[config.mk]
export PLATFORM = sky130hd
export DESIGN_NAME = issue_queue_nw_flat
export DESIGN_NICKNAME = d
export VERILOG_FILES = /design/src/rtl/issue_queue_nw_pkg.sv /design/src/rtl/issue_queue_nw_if.sv /design/src/rtl/issue_queue_nw_prefix_ones_count.sv /design/src/rtl/issue_queue_nw.sv /design/src/flat_wrapper.sv
export SDC_FILE = /design/constraint.sdc
export NUM_CORES = 2
export LEC_CHECK = 0
export ABC_AREA = 1
export BUFFER_PORTS_ARGS = -buffer_cell sky130_fd_sc_hd__buf_2
export CAP_MARGIN = 20
export CORE_UTILIZATION = 53
export DETAILED_ROUTE_END_ITERATION = 16
export HOLD_SLACK_MARGIN = 0.05
export MAX_ROUTING_LAYER = met4
export PLACE_DENSITY = 0.72
export SETUP_SLACK_MARGIN = 0.1
export SLEW_MARGIN = 40
export SYNTH_ARGS = -nofsm -noshare
export SYNTH_HDL_FRONTEND = slang
export SYNTH_HIERARCHICAL = 1
export SYNTH_SLANG_ARGS = --single-unit
[constraint.sdc]
create_clock -name clk -period 13.93 [get_ports clk]
set_clock_uncertainty 0.05 [all_clocks]
set_input_delay 2.786 -clock clk [delete_from_list [all_inputs] [get_ports clk]]
set_output_delay 2.786 -clock clk [all_outputs]
set_load 0.01 [all_outputs]
[src/rtl/issue_queue_nw_pkg.sv]
// Shared issue-queue types and default geometry.
// Imported by the interface and the queue top.
package issue_queue_nw_pkg;

    localparam int IQ_DEPTH_DEFAULT = 8;
    localparam int ISSUE_NUM        = 2;
    localparam int DECODE_NUM       = 2;
    localparam int INSTR_INFO_W     = 128;

    typedef logic [INSTR_INFO_W-1:0] instr_info_t;

    typedef struct packed {
        logic        valid;
        instr_info_t instr_info;
    } issue_entry_t;

endpackage

[src/rtl/issue_queue_nw_if.sv]
// Decode->issue-queue->issue bundle: enqueue group, head window, fire/stall/flush, status.
// Queue side is the slave; the master drives requests and consumes the head window.
interface issue_queue_nw_if
    import issue_queue_nw_pkg::*;
#(
    parameter int  DEPTH   = IQ_DEPTH_DEFAULT,
    parameter int  ENQ_W   = DECODE_NUM,
    parameter int  ISSUE_W = ISSUE_NUM,
    parameter int  DATA_W  = INSTR_INFO_W,
    localparam int CNT_W   = $clog2(DEPTH + 1)
);
    logic                      flush;
    logic                      stall;
    logic [ENQ_W-1:0]          in_valid;
    logic [ENQ_W*DATA_W-1:0]   in_data;
    logic                      in_ready;
    logic [ISSUE_W-1:0]        out_valid;
    logic [ISSUE_W*DATA_W-1:0] out_data;
    logic [ISSUE_W-1:0]        out_fire;
    logic [CNT_W-1:0]          count;
    logic                      empty;
    logic                      full;

    modport master (
        output flush, stall, in_valid, in_data, out_fire,
        input  in_ready, out_valid, out_data, count, empty, full
    );

    modport slave (
        input  flush, stall, in_valid, in_data, out_fire,
        output in_ready, out_valid, out_data, count, empty, full
    );
endinterface

[src/rtl/issue_queue_nw_prefix_ones_count.sv]
// Length of the run of ones starting at bit 0; purely combinational.
module issue_queue_nw_prefix_ones_count #(
    parameter int  W  = 2,
    localparam int CW = $clog2(W + 1)
) (
    input  logic [W-1:0]  bits,
    output logic [CW-1:0] ones
);
    // ones only equals i while every lower bit has been set
    always_comb begin
        ones = '0;
        for (int i = 0; i < W; i++) begin
            if (bits[i] && (ones == CW'(i))) ones = CW'(i + 1);
        end
    end
endmodule

[src/rtl/issue_queue_nw.sv]
// In-order issue queue: up to ENQ_W writes per cycle, oldest ISSUE_W entries as head window.
// Latency one cycle (no bypass); in_ready only from registered free space, prefix retire of the window.
module issue_queue_nw
    import issue_queue_nw_pkg::*;
#(
    parameter int  DEPTH   = IQ_DEPTH_DEFAULT,
    parameter int  ENQ_W   = DECODE_NUM,
    parameter int  ISSUE_W = ISSUE_NUM,
    parameter int  DATA_W  = INSTR_INFO_W,
    localparam int PTR_W   = $clog2(DEPTH),
    localparam int CNT_W   = $clog2(DEPTH + 1)
) (
    input logic             clk,
    input logic             resetn,
    issue_queue_nw_if.slave q
);
    localparam int ENQ_CW = $clog2(ENQ_W + 1);
    localparam int DEQ_CW = $clog2(ISSUE_W + 1);

    logic [DATA_W-1:0]  mem [DEPTH];
    logic [DEPTH-1:0]   ent_vld, ent_vld_nxt;
    logic [PTR_W-1:0]   head, tail;
    logic [CNT_W-1:0]   count_q, n_enq, n_deq;
    logic [ENQ_CW-1:0]  enq_run;
    logic [DEQ_CW-1:0]  deq_run;
    logic [ISSUE_W-1:0] win_vld;
    logic               ready;

    // DEPTH may be non power of two, so wrap by compare-and-subtract on one extra bit
    function automatic logic [PTR_W-1:0] wrap_add(input logic [PTR_W-1:0] p, input logic [CNT_W-1:0] n);
        logic [PTR_W:0] s;
        s = {1'b0, p} + (PTR_W+1)'(n);
        if (s >= (PTR_W+1)'(DEPTH)) s = s - (PTR_W+1)'(DEPTH);
        return s[PTR_W-1:0];
    endfunction

    issue_queue_nw_prefix_ones_count #(.W(ENQ_W))   u_enq_cnt (.bits(q.in_valid),           .ones(enq_run));
    issue_queue_nw_prefix_ones_count #(.W(ISSUE_W)) u_deq_cnt (.bits(q.out_fire & win_vld), .ones(deq_run));

    assign ready = (CNT_W'(DEPTH) - count_q) >= CNT_W'(ENQ_W);
    assign n_enq = ready   ? CNT_W'(enq_run) : '0;
    assign n_deq = q.stall ? '0 : CNT_W'(deq_run);

    always_comb begin
        q.out_data = '0;
        for (int k = 0; k < ISSUE_W; k++) begin
            win_vld[k] = CNT_W'(k) < count_q;
            if (win_vld[k]) q.out_data[k*DATA_W +: DATA_W] = mem[wrap_add(head, CNT_W'(k))];
        end
    end

    always_comb begin
        ent_vld_nxt = ent_vld;
        for (int k = 0; k < ISSUE_W; k++)
            if (CNT_W'(k) < n_deq) ent_vld_nxt[wrap_add(head, CNT_W'(k))] = 1'b0;
        for (int i = 0; i < ENQ_W; i++)
            if (CNT_W'(i) < n_enq) ent_vld_nxt[wrap_add(tail, CNT_W'(i))] = 1'b1;
    end

    always_ff @(posedge clk or negedge resetn) begin
        if (!resetn) begin
            head    <= '0;
            tail    <= '0;
            count_q <= '0;
            ent_vld <= '0;
        end else if (q.flush) begin
            head    <= '0;
            tail    <= '0;
            count_q <= '0;
            ent_vld <= '0;
        end else begin
            head    <= wrap_add(head, n_deq);
            tail    <= wrap_add(tail, n_enq);
            count_q <= count_q + n_enq - n_deq;
            ent_vld <= ent_vld_nxt;
        end
    end

    // Payload storage carries no reset; the window masks anything not yet written
    always_ff @(posedge clk) begin
        if (!q.flush) begin
            for (int i = 0; i < ENQ_W; i++)
                if (CNT_W'(i) < n_enq) mem[wrap_add(tail, CNT_W'(i))] <= q.in_data[i*DATA_W +: DATA_W];
        end
    end

    assign q.in_ready  = ready;
    assign q.out_valid = win_vld;
    assign q.count     = count_q;
    assign q.empty     = count_q == '0;
    assign q.full      = count_q == CNT_W'(DEPTH);

    a_count_max: assert property (@(posedge clk) disable iff (!resetn) count_q <= CNT_W'(DEPTH));
    a_ptr_gap:   assert property (@(posedge clk) disable iff (!resetn)
                     ((int'(tail) - int'(head) + DEPTH) % DEPTH) == (int'(count_q) % DEPTH));
    a_deq_le:    assert property (@(posedge clk) disable iff (!resetn) n_deq <= count_q);
    a_vld_bits:  assert property (@(posedge clk) disable iff (!resetn) $countones(ent_vld) == int'(count_q));
endmodule

[src/flat_wrapper.sv]
// flat-port wrapper written by rule: the top's interface ports become plain ports
module issue_queue_nw_flat import issue_queue_nw_pkg::*;
#(
    parameter int  DEPTH   = IQ_DEPTH_DEFAULT,
    parameter int  ENQ_W   = DECODE_NUM,
    parameter int  ISSUE_W = ISSUE_NUM,
    parameter int  DATA_W  = INSTR_INFO_W,
    localparam int PTR_W   = $clog2(DEPTH),
    localparam int CNT_W   = $clog2(DEPTH + 1)
)
  (clk, resetn, q_flush, q_stall, q_in_valid, q_in_data, q_out_fire, q_in_ready, q_out_valid, q_out_data, q_count, q_empty, q_full);
  issue_queue_nw_if #(.DEPTH(DEPTH), .ENQ_W(ENQ_W), .ISSUE_W(ISSUE_W), .DATA_W(DATA_W)) q_i ();
  input logic clk;
  input logic resetn;
  input wire logic [$bits(q_i.flush)-1:0] q_flush;
  input wire logic [$bits(q_i.stall)-1:0] q_stall;
  input wire logic [$bits(q_i.in_valid)-1:0] q_in_valid;
  input wire logic [$bits(q_i.in_data)-1:0] q_in_data;
  input wire logic [$bits(q_i.out_fire)-1:0] q_out_fire;
  output wire logic [$bits(q_i.in_ready)-1:0] q_in_ready;
  output wire logic [$bits(q_i.out_valid)-1:0] q_out_valid;
  output wire logic [$bits(q_i.out_data)-1:0] q_out_data;
  output wire logic [$bits(q_i.count)-1:0] q_count;
  output wire logic [$bits(q_i.empty)-1:0] q_empty;
  output wire logic [$bits(q_i.full)-1:0] q_full;
  assign q_i.flush = q_flush;
  assign q_i.stall = q_stall;
  assign q_i.in_valid = q_in_valid;
  assign q_i.in_data = q_in_data;
  assign q_i.out_fire = q_out_fire;
  assign q_in_ready = q_i.in_ready;
  assign q_out_valid = q_i.out_valid;
  assign q_out_data = q_i.out_data;
  assign q_count = q_i.count;
  assign q_empty = q_i.empty;
  assign q_full = q_i.full;
  issue_queue_nw #(.DEPTH(DEPTH), .ENQ_W(ENQ_W), .ISSUE_W(ISSUE_W), .DATA_W(DATA_W)) u_core (.clk(clk), .resetn(resetn), .q(q_i));
endmodule
Yosys cells after proc, flatten, opt, wreduce, memory -nomap -nowiden
Memory sizes are Yosys's and may differ from the RTL's.
Index checks and enable logic that the tools add are counted.
- word-level logic and storage cells: 64
- input bits: 264
- register bits after elaboration: 10
- memory bits (writable): 1024
- output and inout port bits: 265
- memories: 1
- reduce and logical (&&, ||, !) cells: 3
- eq/ne operators: 3
- magnitude comparators: 11
- multiplexer cells: 29
- $add $sub $neg: 13
- bitwise operators: 1
- memory list (name ; words ; width ; read ports ; clocked after memory_dff ; write ports ; RTL line ; source):
    u_core.mem ; 8 ; 128 ; 2 ; 0 ; 2 ; issue_queue_nw.sv:20 ; logic [DATA_W-1:0] mem [DEPTH];
- operators by type and width (cell ; number):
    128-bit two-way mux ; 2
    3-bit two-way mux ; 14
    3-bit by 1-bit subtractor with 3-bit output, second input constant ; 6
    4-bit greater-or-equal comparator, second input constant ; 4
    1-bit by 4-bit < comparator with 1-bit output, first input constant ; 4
    3-bit by 1-bit adder with 4-bit output, second input constant ; 2
    3-bit by 2-bit adder with 4-bit output ; 2
    3-bit by 4-bit greater-or-equal comparator with 1-bit output, second input constant ; 2
    1-bit two-way mux ; 8
    2-bit two-way mux ; 4
    4-bit adder ; 1
    2-bit by 1-bit == test with 1-bit output, second input constant ; 2
    4-bit == test, second input constant ; 1
    4-bit by 2-bit greater-or-equal comparator with 1-bit output, second input constant ; 1
    4-bit logical NOT ; 1
    4-bit two-way mux ; 1
    4-bit subtractor ; 1
    4-bit subtractor, first input constant ; 1
    2-bit bitwise AND ; 1
    1-bit logical AND ; 2

Longest topological paths before layout
- depth in word-level cells: 11
- gate-level depth with buffers: 17
- depth with buffers taken out: 16

Cells and area by module
Netlist, hierarchy kept.
- modules (own cells, without submodules) (module ; cells each ; sequential area each (µm²) ; instances ; area each (µm²)):
    issue_queue_nw ; 8878 ; 30999.7 ; 1 ; 65391.5
    issue_queue_nw_prefix_ones_count ; 4 ; 0.0 ; 2 ; 17.5

Worst setup path after synthesis
No wires, ideal clock.
- kind: input-to-reg
- start point: input port q_flush
- end point: memory u_core/mem[1][0] (netlist name), enable pin
- stages: 6
- setup time: 1.111 ns
- path buffers: 3
- data arrival time: 5.749 ns
- data required time: 12.769 ns
- slack: 7.020 ns
- cell sequence: buf_2 inv_2 buf_2 nand4_1 clkbuf_1 nand2_1
- RTL lines (element ; RTL line ; source):
    start: declaration ; flat_wrapper.sv:15 ; input wire logic [$bits(q_i.flush)-1:0] q_flush;
    end: declaration ; issue_queue_nw.sv:20 ;

Worst setup path in the final report
- start point: register u_core.head[0]
- end point: output port q_out_data[237]
- cells in the longest elaborated chain, start to end: 6
- elaborated cells on any way between the ends: 7
- those cells by class: add/sub: 2; order compare: 1; mux: 3; memory: 1
- RTL lines (element ; RTL line ; source):
    start: declaration ; issue_queue_nw.sv:22 ; logic [PTR_W-1:0] head, tail;
    start signal: assignment ; issue_queue_nw.sv:72 ; head <= wrap_add(head, n_deq);
    3-bit by 1-bit adder with 4-bit output (*) ; issue_queue_nw.sv:32 ; s = {1'b0, p} + (PTR_W+1)'(n);
    4-bit greater-or-equal comparator or 3-bit by 1-bit subtractor with 3-bit output (tied branches) ; issue_queue_nw.sv:33 ; if (s >= (PTR_W+1)'(DEPTH)) s = s - (PTR_W+1)'(DEPTH);
    3-bit two-way mux (*) ; n/a ;
    3-bit two-way mux (*) ; issue_queue_nw.sv:48 ; if (win_vld[k]) q.out_data[k*DATA_W +: DATA_W] = mem[wrap_add(head, CNT_W'(k))];
    memory 8 x 128 bit (*) ; n/a ;
    128-bit two-way mux (*) ; issue_queue_nw.sv:48 ;
    end: declaration ; flat_wrapper.sv:22 ; output wire logic [$bits(q_i.out_data)-1:0] q_out_data;
Mark *: on every way between the ends. The rest lies on a longest branch, timed or not. The select of a mux whose other input is x is not followed.

==> qor.yml <==
worst_setup_path:
  r2r_start: "u_core/q.count[1]$_DFF_PN0_"
  critPathMaxStageDelay_ns: 0.91
  critPathMostFrequentCell: "buf_4"
  end_kind: "output port"
  cp.arrival_ns: 5.96
  critPathMaxFanout: 81
  r2r.worst_path.cells: 12
  worst-r2r-setup-slack_ns: 9.57
  critical_path_class: "register to output port"
  path_delay_family: "buffers and inverters"
  crit_required_ns: 11.09
  critPathBufInv: 4
  start_kind: "register"
  slowest_stage: "dfrtp_4"
  cp_cell_sequence: "buf_4, ha_4, buf_4, buf_4, o21ai_0, o21a_1, a21oi_1, buf_2"
  reg2reg_to: "u_core/mem[6][74]$_DFFE_PP_"
sta:
  timing.fmax_mhz: 114
  finalHoldViolations: 0
  fin_tns_setup_ns: 0
  hold_ws_ns: 0.641
  report.final.slew_viol_count: 0
  worst_pin_slew_ns: 0.949
  rsz0062_at_grt: "no"
  timing.final.crit_share: 0.632
  slew-limit-headroom: 0.368
  fin_crit_ns: 8.80
  final-setup-viol-count: 0
min_path:
  hold_end: "u_core/tail[2]$_DFF_PN0_"
  hp-class: "register to register"
  min_from: "u_core/tail[2]$_DFF_PN0_"
  whs_path_depth: 2
clocking:
  h-tree-depth: 3
  insertion_delay_ns: 0.71
  cts_setup_buffers: 0
  clk_pin_slew_ns: 0.06
  cts_made_buffers: 115
  ctsHoldBuffers: 0
  tritoncts: "yes"
  post_cts_resized: 0
  cts_root_buf: "clkbuf_16"
  cts.sink_count: 1034
  cts-root-to-sink-buffers: 3
detailed_routing:
  viasPerCell: 6.01
  routedWlPerCell_um: 23.3
  num_vias: 63300
  firstDrtPassIters: 7
  dr.first_iter.drc_count: 9180
  ant_nets: 0
  drc: 0
  wl_um: 246000
synth:
  async_flop_share: 0.00967
  synth_top_area_frac: 0.470
  ys.flop_type: "edfxtp_1"
  synth_cell_types: 29
  synth_fp_nets: 9166
  yosysMostFrequentCell: "nand2_1"
  synth_edf_count: 1024
  ys_seq_area_frac: 0.474
  synth_area_leader_cell: "edfxtp_1"
  synth_area_leaders: "edfxtp_1 (47%), nand2_1 (21%), o21ai_0 (6.9%)"
  yosysWarnings: 6
  postSynthCellCount: 8886
  netlist_top_cells_count: "nand2_1 (3733), edfxtp_1 (1024), o21ai_0 (902)"
  ys_ff_latch: 1034
  syn_area_per_cell_um2: 7.36
  syn-cell-area_um2: 65400
floorplan:
  rows: 128
  dieArea_um2: 125000
  io_pins: 529
  initial_core_util: 0.536
  core_area_um2: 122000
  die_height_um: 353
  die_w_um: 353
power:
  leakagePower_nw: 31.1
  peakVddDrop_mv: 0.116
  p_per_area_nw_per_um2: 163
  p_total_mw: 11.6
final_layout:
  drive_gt1_frac: 0.0926
  layout.nets: 9007
  final_util: 0.583
  n_fill_cell: 10900
  syn_to_final_growth_pct: 8.66
  finalNonFillerCells: 10500
grt:
  overflow: 0
  grt_pass1_vias: 59000
  antenna_found_initial: 79
  grt_first_pass_wirelength_um: 361000
  track_usage: 0.393
  grt_max_degree: 166
run:
  drv_cap: 0
run_status:
  outcome: "completed"
placement:
  place_congestion: 0.875
  placed_cells: 10200
  dpl.hpwl_um: 130000
  port_buffers: 528
## state kept, by name (all words and copies together), names as in the netlist
signal	count
u_core/head	3
u_core/mem	1024
u_core/tail	3
u_core/q.count	4
## power by group
part	total (mW)	switching (mW)	internal (mW)
Combinational	4.73	3.39	1.34
Sequential	3.85	0.109	3.74
Clock	3.01	1.29	1.73
Total	11.6	4.78	6.82
## logic make-up after synthesis
| family | after synthesis | share of synthesized area |
|---|---|---|
| simple gates | 4566 | 0.265 |
| compound gates | 1927 | 0.162 |
| buf+inv | 1339 | 0.0946 |
| flops | 1034 | 0.474 |
| fa+ha+maj | 16 | 0.00352 |
| xor+xnor | 4 | 0.000650 |
## how the worst max path moves through the flow
stage	from	end	slack, ns	cells past startpoint
after floorplan	q_flush	u_core/mem[1][0]$_DFFE_PP_	7.02	6
after detailed placement	u_core/head[0]$_DFF_PN0_	q_out_data[237]	6.09	8
after global routing	u_core/head[0]$_DFF_PN0_	q_out_data[237]	5.05	9
after CTS	u_core/head[0]$_DFF_PN0_	q_out_data[237]	5.29	8
after global placement	u_core/head[0]$_DFF_PN0_	q_out_data[237]	6.17	8
final	u_core/head[0]$_DFF_PN0_	q_out_data[237]	5.13	8
## stage by stage
step | setup WS, ns | area [µm²]
floorplan | 7.02 | 65400
global placement | 6.17 | 66500
detailed placement | 6.09 | 67200
CTS | 5.29 | 70800
global route | 5.05 | 71100
finish | 5.13 | 71100
## final cells by class
| cell class | instances | area, µm² | share of cell area |
|---|---|---|---|
| flip-flops and latches | 1034 | 31000 | 0.436 |
| multi-input cells | 6513 | 28400 | 0.400 |
| repair buffers | 635 | 4150 | 0.0584 |
| clock buffers | 153 | 3090 | 0.0435 |
| well taps | 1625 | 2030 | 0.0286 |
| inverters | 428 | 1640 | 0.0230 |
| clock inverters | 56 | 528 | 0.00743 |
| diodes | 82 | 205 | 0.00289 |
## metal layers
layer / vias to the layer above / global-route usage / part of all wire
li1: 28700 / - / -
met1: 29000 / 0.478 / 0.35
met2: 4720 / 0.599 / 0.45
met3: 910 / 0.0898 / 0.14
met4: 0 / 0.228 / 0.055
met5: - / - / 0
## worst register-to-register path: stages, from the launching register on
cell and delay, ns:
dfrtp_1 0.47, inv_1 0.15, ha_1 0.31, nor2_1 0.11
nand2_1 0.05, nor2_1 0.11, nand3_2 0.27, nand4_1 0.31
buf_4 0.62, buf_6 0.64, buf_4 0.85, nand2_1 0.16
nand2_1 0.12
## placed cells by master, fill, tap and decap left out, drive strengths merged, types with 40 or more instances in the layout
cell type / instances
o21ai: 903
nor2: 674
a21oi: 643
o21a: 126
buf: 633
clkbuf: 155
o211ai: 254
inv: 433
edfxtp: 1024
diode: 82
clkinv: 40
nand3: 142
nand2: 3734
Power figures use the tool's default switching activity.
